File: config.mk
export PLATFORM = sky130hd
export DESIGN_NAME = cosmac_bus_ctrl_flat
export DESIGN_NICKNAME = d
export VERILOG_FILES = /design/src/rtl/cosmac_bus_ctrl_if.sv /design/src/rtl/cosmac_bus_ctrl.sv /design/src/flat_wrapper.sv
export SDC_FILE = /design/constraint.sdc
export NUM_CORES = 1
export LEC_CHECK = 0
export ABC_AREA = 1
export CAP_MARGIN = 40
export CORE_ASPECT_RATIO = 0.6
export CORE_MARGIN = 5
export CORE_UTILIZATION = 24
export DETAILED_ROUTE_END_ITERATION = 10
export GPL_TIMING_DRIVEN = 0
export HOLD_SLACK_MARGIN = 0.15
export PLACE_DENSITY_LB_ADDON = 0.05
export SLEW_MARGIN = 20
export SYNTH_ARGS = -nofsm -noshare
export SYNTH_HDL_FRONTEND = slang
export SYNTH_SLANG_ARGS = --single-unit
File: constraint.sdc
create_clock -name clk_16mhz -period 2.3 [get_ports clk_16mhz]
set_input_delay 0.46 -clock clk_16mhz [delete_from_list [all_inputs] [get_ports clk_16mhz]]
set_output_delay 0.46 -clock clk_16mhz [all_outputs]
set_load 0.02 [all_outputs]
File: src/rtl/cosmac_bus_ctrl_if.sv
// Pin-side and memory-side signals of the COSMAC bus front end.
// master: the controller; slave: CPU pins plus memory array.
interface cosmac_bus_ctrl_if;
   logic        xclk;
   logic        nclear;
   logic        nwait;
   logic        nmrd;
   logic        nmwr;
   logic        tpa;
   logic        tpb;
   logic [7:0]  ma;
   logic [7:0]  db_in;
   logic [7:0]  db_out;
   logic        db_oe;
   logic [15:0] mem_addr;
   logic        mem_re;
   logic        mem_we;
   logic [7:0]  mem_wdata;
   logic [7:0]  mem_rdata;
   logic        mem_rvalid;
   logic        bus_err;

   modport master (
      output xclk, nclear, nwait,
      output db_out, db_oe,
      output mem_addr, mem_re, mem_we, mem_wdata,
      output bus_err,
      input  nmrd, nmwr, tpa, tpb,
      input  ma, db_in,
      input  mem_rdata, mem_rvalid
   );

   modport slave (
      input  xclk, nclear, nwait,
      input  db_out, db_oe,
      input  mem_addr, mem_re, mem_we, mem_wdata,
      input  bus_err,
      output nmrd, nmwr, tpa, tpb,
      output ma, db_in,
      output mem_rdata, mem_rvalid
   );
endinterface

File: src/rtl/cosmac_bus_ctrl.sv
// CDP1802 bus front end: XCLK/CLEAR generation, strobe sync,
// MA demux and single-cycle memory requests.
module cosmac_bus_ctrl #(
   parameter int XCLK_HALF = 4,
   parameter int CLR_XCLKS = 16
) (
   input  logic            clk_16mhz,
   input  logic            reset,
   cosmac_bus_ctrl_if.master bus
);

   localparam int CW = (XCLK_HALF > 1) ? $clog2(XCLK_HALF) : 1;
   localparam int NW = $clog2(CLR_XCLKS + 1);

   typedef enum logic [1:0] {
      IDLE,
      RD_WAIT,
      RD_DRIVE
   } state_t;

   state_t          state_q, state_d;
   logic [CW-1:0]   cnt_q, cnt_d;
   logic            xclk_q, xclk_d;
   logic [NW-1:0]   clr_cnt_q, clr_cnt_d;
   logic            nclear_q, nclear_d;
   logic [2:0]      mrd_sync_q, mrd_sync_d;
   logic [2:0]      mwr_sync_q, mwr_sync_d;
   logic [2:0]      tpa_sync_q, tpa_sync_d;
   logic [2:0]      tpb_sync_q, tpb_sync_d;
   logic [7:0]      addr_hi_q, addr_hi_d;
   logic [15:0]     mem_addr_q, mem_addr_d;
   logic [7:0]      mem_wdata_q, mem_wdata_d;
   logic            mem_re_q, mem_re_d;
   logic            mem_we_q, mem_we_d;
   logic [7:0]      db_out_q, db_out_d;
   logic            db_oe_q, db_oe_d;
   logic            bus_err_q, bus_err_d;

   logic            cnt_wrap;
   logic            xclk_fall;
   logic            mrd_s, mwr_s;
   logic            mrd_fall, tpa_fall, tpb_rise;

   // Bit 1 is the synchronised level, bit 2 the previous one.
   assign mrd_s    = mrd_sync_q[1];
   assign mwr_s    = mwr_sync_q[1];
   assign mrd_fall = mrd_sync_q[2] & ~mrd_sync_q[1];
   assign tpa_fall = tpa_sync_q[2] & ~tpa_sync_q[1];
   assign tpb_rise = ~tpb_sync_q[2] & tpb_sync_q[1];

   assign cnt_wrap  = (cnt_q == CW'(XCLK_HALF - 1));
   assign xclk_fall = cnt_wrap & xclk_q;

   always_comb begin
      state_d     = state_q;
      cnt_d       = cnt_q + 1'b1;
      xclk_d      = xclk_q;
      clr_cnt_d   = clr_cnt_q;
      nclear_d    = nclear_q;
      addr_hi_d   = addr_hi_q;
      mem_addr_d  = mem_addr_q;
      mem_wdata_d = mem_wdata_q;
      mem_re_d    = 1'b0;
      mem_we_d    = 1'b0;
      db_out_d    = db_out_q;
      db_oe_d     = db_oe_q;
      bus_err_d   = bus_err_q;
      mrd_sync_d  = {mrd_sync_q[1:0], bus.nmrd};
      mwr_sync_d  = {mwr_sync_q[1:0], bus.nmwr};
      tpa_sync_d  = {tpa_sync_q[1:0], bus.tpa};
      tpb_sync_d  = {tpb_sync_q[1:0], bus.tpb};

      if (cnt_wrap) begin
         cnt_d  = '0;
         xclk_d = ~xclk_q;
      end

      if (xclk_fall && !nclear_q) begin
         if (clr_cnt_q == NW'(CLR_XCLKS - 1)) begin
            nclear_d = 1'b1;
         end else begin
            clr_cnt_d = clr_cnt_q + 1'b1;
         end
      end

      if (tpa_fall) begin
         addr_hi_d = bus.ma;
      end

      unique case (state_q)
         IDLE: begin
            if (mrd_fall) begin
               state_d    = RD_WAIT;
               mem_re_d   = 1'b1;
               mem_addr_d = {addr_hi_q, bus.ma};
            end
         end
         RD_WAIT: begin
            if (mrd_s) begin
               state_d = IDLE;
            end else if (bus.mem_rvalid) begin
               state_d  = RD_DRIVE;
               db_out_d = bus.mem_rdata;
               db_oe_d  = 1'b1;
            end
         end
         RD_DRIVE: begin
            if (mrd_s) begin
               state_d = IDLE;
               db_oe_d = 1'b0;
            end
         end
         default: state_d = IDLE;
      endcase

      // A write overlapping an active read is a CPU protocol error.
      if (tpb_rise && !mwr_s) begin
         if (!mrd_s) begin
            bus_err_d = 1'b1;
         end else if (state_q == IDLE) begin
            mem_we_d    = 1'b1;
            mem_addr_d  = {addr_hi_q, bus.ma};
            mem_wdata_d = bus.db_in;
         end
      end
   end

   always_ff @(posedge clk_16mhz or posedge reset) begin
      if (reset) begin
         state_q     <= IDLE;
         cnt_q       <= '0;
         xclk_q      <= 1'b0;
         clr_cnt_q   <= '0;
         nclear_q    <= 1'b0;
         mrd_sync_q  <= 3'b111;
         mwr_sync_q  <= 3'b111;
         tpa_sync_q  <= 3'b000;
         tpb_sync_q  <= 3'b000;
         addr_hi_q   <= 8'h00;
         mem_addr_q  <= 16'h0000;
         mem_wdata_q <= 8'h00;
         mem_re_q    <= 1'b0;
         mem_we_q    <= 1'b0;
         db_out_q    <= 8'h00;
         db_oe_q     <= 1'b0;
         bus_err_q   <= 1'b0;
      end else begin
         state_q     <= state_d;
         cnt_q       <= cnt_d;
         xclk_q      <= xclk_d;
         clr_cnt_q   <= clr_cnt_d;
         nclear_q    <= nclear_d;
         mrd_sync_q  <= mrd_sync_d;
         mwr_sync_q  <= mwr_sync_d;
         tpa_sync_q  <= tpa_sync_d;
         tpb_sync_q  <= tpb_sync_d;
         addr_hi_q   <= addr_hi_d;
         mem_addr_q  <= mem_addr_d;
         mem_wdata_q <= mem_wdata_d;
         mem_re_q    <= mem_re_d;
         mem_we_q    <= mem_we_d;
         db_out_q    <= db_out_d;
         db_oe_q     <= db_oe_d;
         bus_err_q   <= bus_err_d;
      end
   end

   assign bus.xclk      = xclk_q;
   assign bus.nclear    = nclear_q;
   assign bus.nwait     = 1'b1;
   assign bus.db_out    = db_out_q;
   assign bus.db_oe     = db_oe_q;
   assign bus.mem_addr  = mem_addr_q;
   assign bus.mem_re    = mem_re_q;
   assign bus.mem_we    = mem_we_q;
   assign bus.mem_wdata = mem_wdata_q;
   assign bus.bus_err   = bus_err_q;

endmodule

File: src/flat_wrapper.sv
// flat-port wrapper written by rule: the top's interface ports become plain ports
module cosmac_bus_ctrl_flat 
#(
   parameter int XCLK_HALF = 4,
   parameter int CLR_XCLKS = 16
)
  (clk_16mhz, reset, bus_xclk, bus_nclear, bus_nwait, bus_db_out, bus_db_oe, bus_mem_addr, bus_mem_re, bus_mem_we, bus_mem_wdata, bus_bus_err, bus_nmrd, bus_nmwr, bus_tpa, bus_tpb, bus_ma, bus_db_in, bus_mem_rdata, bus_mem_rvalid);
  cosmac_bus_ctrl_if bus_i ();
  input  logic clk_16mhz;
  input  logic reset;
  output wire logic [$bits(bus_i.xclk)-1:0] bus_xclk;
  output wire logic [$bits(bus_i.nclear)-1:0] bus_nclear;
  output wire logic [$bits(bus_i.nwait)-1:0] bus_nwait;
  output wire logic [$bits(bus_i.db_out)-1:0] bus_db_out;
  output wire logic [$bits(bus_i.db_oe)-1:0] bus_db_oe;
  output wire logic [$bits(bus_i.mem_addr)-1:0] bus_mem_addr;
  output wire logic [$bits(bus_i.mem_re)-1:0] bus_mem_re;
  output wire logic [$bits(bus_i.mem_we)-1:0] bus_mem_we;
  output wire logic [$bits(bus_i.mem_wdata)-1:0] bus_mem_wdata;
  output wire logic [$bits(bus_i.bus_err)-1:0] bus_bus_err;
  input wire logic [$bits(bus_i.nmrd)-1:0] bus_nmrd;
  input wire logic [$bits(bus_i.nmwr)-1:0] bus_nmwr;
  input wire logic [$bits(bus_i.tpa)-1:0] bus_tpa;
  input wire logic [$bits(bus_i.tpb)-1:0] bus_tpb;
  input wire logic [$bits(bus_i.ma)-1:0] bus_ma;
  input wire logic [$bits(bus_i.db_in)-1:0] bus_db_in;
  input wire logic [$bits(bus_i.mem_rdata)-1:0] bus_mem_rdata;
  input wire logic [$bits(bus_i.mem_rvalid)-1:0] bus_mem_rvalid;
  assign bus_xclk = bus_i.xclk;
  assign bus_nclear = bus_i.nclear;
  assign bus_nwait = bus_i.nwait;
  assign bus_db_out = bus_i.db_out;
  assign bus_db_oe = bus_i.db_oe;
  assign bus_mem_addr = bus_i.mem_addr;
  assign bus_mem_re = bus_i.mem_re;
  assign bus_mem_we = bus_i.mem_we;
  assign bus_mem_wdata = bus_i.mem_wdata;
  assign bus_bus_err = bus_i.bus_err;
  assign bus_i.nmrd = bus_nmrd;
  assign bus_i.nmwr = bus_nmwr;
  assign bus_i.tpa = bus_tpa;
  assign bus_i.tpb = bus_tpb;
  assign bus_i.ma = bus_ma;
  assign bus_i.db_in = bus_db_in;
  assign bus_i.mem_rdata = bus_mem_rdata;
  assign bus_i.mem_rvalid = bus_mem_rvalid;
  cosmac_bus_ctrl #(.XCLK_HALF(XCLK_HALF), .CLR_XCLKS(CLR_XCLKS)) u_core (.clk_16mhz(clk_16mhz), .reset(reset), .bus(bus_i));
endmodule
# Word level (Yosys, flattened, before mapping)
# Index checks and enable logic that the tools add are counted.
[op_classes]
add_sub_neg = 2
eq_ne = 9
muxes = 20
n_bitwise = 9
reduce_logical = 13
[op_table]
columns = ["operator", "n"]
rows = [
  ["$mux W16", 5],
  ["$mux W2", 5],
  ["$reduce_and A3 Y1", 3],
  ["$mux W1", 8],
  ["$pmux W2 S3", 1],
  ["$reduce_and A2 Y1", 3],
  ["$add A5 B1 Y5 const B", 1],
  ["$eq A5 B4 Y1 const B", 1],
  ["$not A1 Y1", 5],
  ["$and A1 B1 Y1", 4],
  ["$eq A2 B2 Y1 const B", 2],
  ["$ne A2 B1 Y1 const B", 2],
  ["$ne A2 B2 Y1 const B", 2],
  ["$reduce_and A4 Y1", 1],
  ["$ne A3 B2 Y1 const B", 1],
  ["$add A2 B1 Y2 const B", 1],
  ["$eq A2 B1 Y1 const B", 1],
  ["$logic_and A1 B1 Y1", 2],
  ["$logic_not A1 Y1", 2],
  ["$logic_not A2 Y1", 1],
  ["$pmux W1 S2", 1],
  ["$reduce_bool A2 Y1", 1],
]
[totals]
regBits = 66
inputBits = 31
output_inout_bits = 39
wordCells = 70

# Longest topological paths before layout
[logic_depth]
word_depth = 7
depth_mapped = 8

# Worst setup path before layout
# No wires, ideal clock.
[synth_path]
kind = "reg2reg"
start = "register u_core.clr_cnt_q[0]"
end = "register u_core.clr_cnt_q[2]"
arrival_ns = 1.308
t_required_ns = 2.177
path_slack_ns = 0.869
path_stages_with_launch = 9
n_path_buf = 0
synth_period_minus_slack_ns = 1.431
path_cell_list = "dfrtp_1 ha_1 inv_1 nor3_1 ha_1 inv_1 nand4_1 o21ai_0 nand2_1"
[synth_between]
elab_chain_cells = 3
word_cells_on_any_way = 4
cone_classes = "add/sub: 1; eq/ne: 1; bitwise: 1; reduce/logical: 1"
[synth_lines]
columns = ["item", "line", "rtl"]
rows = [
  ["start: declaration", "cosmac_bus_ctrl.sv:24", "logic [NW-1:0] clr_cnt_q, clr_cnt_d;"],
  ["start signal: assignment", "cosmac_bus_ctrl.sv:151", "clr_cnt_q <= clr_cnt_d;"],
  ["parallel branches: the longest is 3 deep, another holds $add A5 B1 Y5", "-", ""],
]
# Several ways; the timed one is not identified.
# A chain may end at the register's enable or synchronous reset.

# Final worst setup path
[layout_path]
start = "register u_core.xclk_q (netlist: u_core.bus.xclk)"
end = "output port bus_xclk"
[layout_rtl]
columns = ["item", "line", "rtl"]
rows = [
  ["start: declaration", "cosmac_bus_ctrl.sv:23", "logic xclk_q, xclk_d;"],
  ["start signal: assignment", "cosmac_bus_ctrl.sv:150", "xclk_q <= xclk_d;"],
  ["end: declaration", "flat_wrapper.sv:11", "output wire logic [$bits(bus_i.xclk)-1:0] bus_xclk;"],
]
# No word-level cell between the ends.

==> impl_metrics.toml <==
[synth]
syn-cell-area_um2 = 2557
postSynthAreaPerCell_um2 = 10.23
syn-num-nets = 284
synthCells = 250
yosysWarnings = 0
yosysUniqueCellTypes = 26
ys_seq_area_share_pct = 64.82
ys_ff_latch = 66

[die]
num_io_pins = 70
die_h_um = 89.96
die-area_um2 = 12890
start_util_pct = 24.39
die-width_um = 143.3
num_rows = 29
core-area_um2 = 10490

[power]
peakVddDrop_mv = 0.3794
p_leak_nw = 1.794
fin_total_pwr_w = 0.003767
power_density_nw_per_um2 = 1001

[timing]
min_period_ps = 1829
setup_viol = 0
max_freq_mhz = 546.8
rsz0062_at_grt = "false"
setup_ws_ps = 471.1
clock_skew_ps = 7.562
slew_viol_final = 0
min_period_over_period_pct = 79.52
hold_viol = 0
setup-tns-final_ps = 0

[clocking]
holdBufCountCts = 0
path_clk_slew_ps = 60
cts_htree_levels = 3
numCtsBuffers = 9
cts.path.max_buffers = 2
cts_tree = "built"
cts_sinks = 66
cts-root-buf = "clkbuf_16"
post_cts_buffers = 0
ctsResizeCount = 0
clock_latency_ps = 330

[detailed_routing]
ant_nets = 0
drc = 0
detail_route.wl_per_cell_um = 13.05
wirelength_um = 6187
drt_iter0_markers = 43
routed_via_density = 3.987
vias = 1890
dr.pass1.iters = 4

[global_routing]
grt_max_degree = 53
grt_use_total_pct = 10.38
grt_overflow = 0
grt_pass1_wl_um = 10300
antenna_found_initial = 0
first_global_vias = 1977

[cells_and_area]
nets = 364
fillers = 1064
synthToLayoutAreaGrowth_pct = 47.06
drive_gt1_share_pct = 15.22
diodes = 0

[placed_design]
port_buffers = 68
dp_hpwl_um = 4356
gp_congestion = 0.7012
preCtsSetupSlack_ps = 636.9

[critical_path]
cp_slowest_stage_delay_ps = 630
worstPathRequired_ps = 1840
cp.arrival_ps = 1370
cp_max_fo = 4
reg2reg_slack_ps = 700
r2r-end = "u_core.clr_cnt_q[2]"
startpoint = "u_core.bus.xclk"
crit_chain = "clkdlybuf4s50_1"
critPathKind = "register to primary output"
reg2reg_depth = 8
crit_path_end = "bus_xclk"
end_kind = "primary output"
worst-path-stages = 1
slowest_stage = "clkdlybuf4s50_1"
r2r-start = "u_core.clr_cnt_q[0]"
critPathTopFamily = "buffers and inverters"
critical_path_buf_inv_count = 1
startpoint_type = "register"

[hold_path]
hold_start = "u_core.tpb_sync_q[0]"
min_path_type = "register to register"

[status]
status = "finished clean"

[flow_run]
maxCapViolCount = 0
-- cells in the mapped netlist --
library cell	count	area [um^2]
a21o_1	1	7.510
buf_2	3	15.01
buf_4	2	15.01
buf_6	2	22.52
clkinv_1	1	3.750
conb_1	1	3.750
dfrtp_1	61	1526
dfstp_2	5	131.4
ha_1	3	37.54
inv_1	18	67.56
inv_2	4	15.01
nand2_1	93	349.1
nand2_2	1	6.260
nand2_4	2	22.52
nand3_1	26	130.1
nand3_2	2	20.02
nand4_1	1	6.260
nor2_1	2	7.510
nor2_2	2	12.51
nor2_4	1	11.26
nor3_1	1	5.000
nor3_2	1	10.01
o21ai_0	4	20.02
o21ai_2	8	70.07
o31ai_1	2	15.01
xor2_1	3	26.28
-- where the power goes --
group          switching [W]  internal [W]  leakage [nW]  total [W]
registers           0.000103       0.00135         0.802    0.00146
clock network       0.000496      0.000945         0.151    0.00144
logic               0.000448      0.000420         0.841   0.000868
-- per-stage QoR --
stage,instances,cell area (um^2),hold slack [ps],utilization (%)
3_3_place_gp,457,3412,339.5,32.54
5_1_grt,474,3761,359.3,35.87
4_1_cts,474,3761,348.3,35.87
3_5_place_dp,458,3442,336.2,32.82
6_report,474,3761,345.5,35.87
2_1_floorplan,250,2557,331.2,-
-- final cells by class --
cell class / instances / area [um^2] / share of cell area, %
multi-input cells: 154 / 760.7 / 20.23
flip-flops and latches: 66 / 1658 / 44.08
well taps: 139 / 173.9 / 4.624
inverters: 23 / 88.84 / 2.362
clock inverters: 7 / 93.84 / 2.495
plain buffers: 7 / 52.55 / 1.397
repair buffers: 69 / 708.2 / 18.83
clock buffers: 9 / 225.2 / 5.988
-- metal layers --
layer / global-route usage (%) / routed length (um)
met3: 5.037 / 491
met5: 0 / 0
met2: 13.01 / 2246
met1: 15.35 / 3355
met4: 3.292 / 93
-- registers in the layout, indices dropped and copies added, names as in the netlist --
name                  cells
u_core.addr_hi_q          8
u_core.bus.bus_err        1
u_core.bus.db_oe          1
u_core.bus.db_out         8
u_core.bus.mem_addr      16
u_core.bus.mem_re         1
u_core.bus.mem_wdata      8
u_core.bus.mem_we         1
u_core.bus.nclear         1
u_core.bus.xclk           1
u_core.clr_cnt_q          5
u_core.cnt_q              2
u_core.mrd_sync_q         3
u_core.mwr_sync_q         2
u_core.state_q            2
u_core.tpa_sync_q         3
u_core.tpb_sync_q         3
-- worst min-delay path by stage --
| stage | to | cells after the start | slack (ps) |
|---|---|---|---|
| finish | u_core.tpb_sync_q[1] | 0 | 350 |
| global route | u_core.mwr_sync_q[1] | 0 | 360 |
| CTS | u_core.tpb_sync_q[1] | 0 | 350 |
| detailed placement | u_core.tpb_sync_q[1] | 0 | 340 |
| global placement | u_core.tpb_sync_q[1] | 0 | 340 |
| floorplan | u_core.tpa_sync_q[1] | 0 | 330 |
-- worst reg2reg max path: stages, from the launching register on --
cell and delay [ps]:
dfrtp_1 400, ha_1 220, inv_1 70, nor3_1 40
ha_1 200, inv_1 80, nand4_1 200, o21ai_0 210
nand2_1 60
-- cells by family after synthesis --
logic type,count (synthesis),synth area share (%)
adders and majority gates,3,1.468
buffers and inverters,30,5.430
xor gates and xnor gates,3,1.028
other,1,0.1466
AOI/OAI and AO/OA,15,4.403
and+or+nand+nor,132,22.70
DFF,66,64.82
-- layout by cell type (no fill, tap or decap), types with 2 or more instances in the layout --
cell type / instances
xor2_1: 3
clkinv_2: 2
nor2_2: 2
buf_2: 3
nand2_4: 2
nand3_1: 26
inv_2: 4
o21ai_0: 4
clkbuf_16: 9
bufinv_16: 2
ha_1: 3
dfstp_2: 5
nor2_1: 2
dfrtp_1: 61
clkinvlp_4: 2
clkdlybuf4s50_1: 68
o21ai_2: 8
o31ai_1: 2
inv_1: 17
nand2_1: 93
buf_4: 2
buf_6: 2
nand3_2: 2
(Power assumes the default switching activity.)
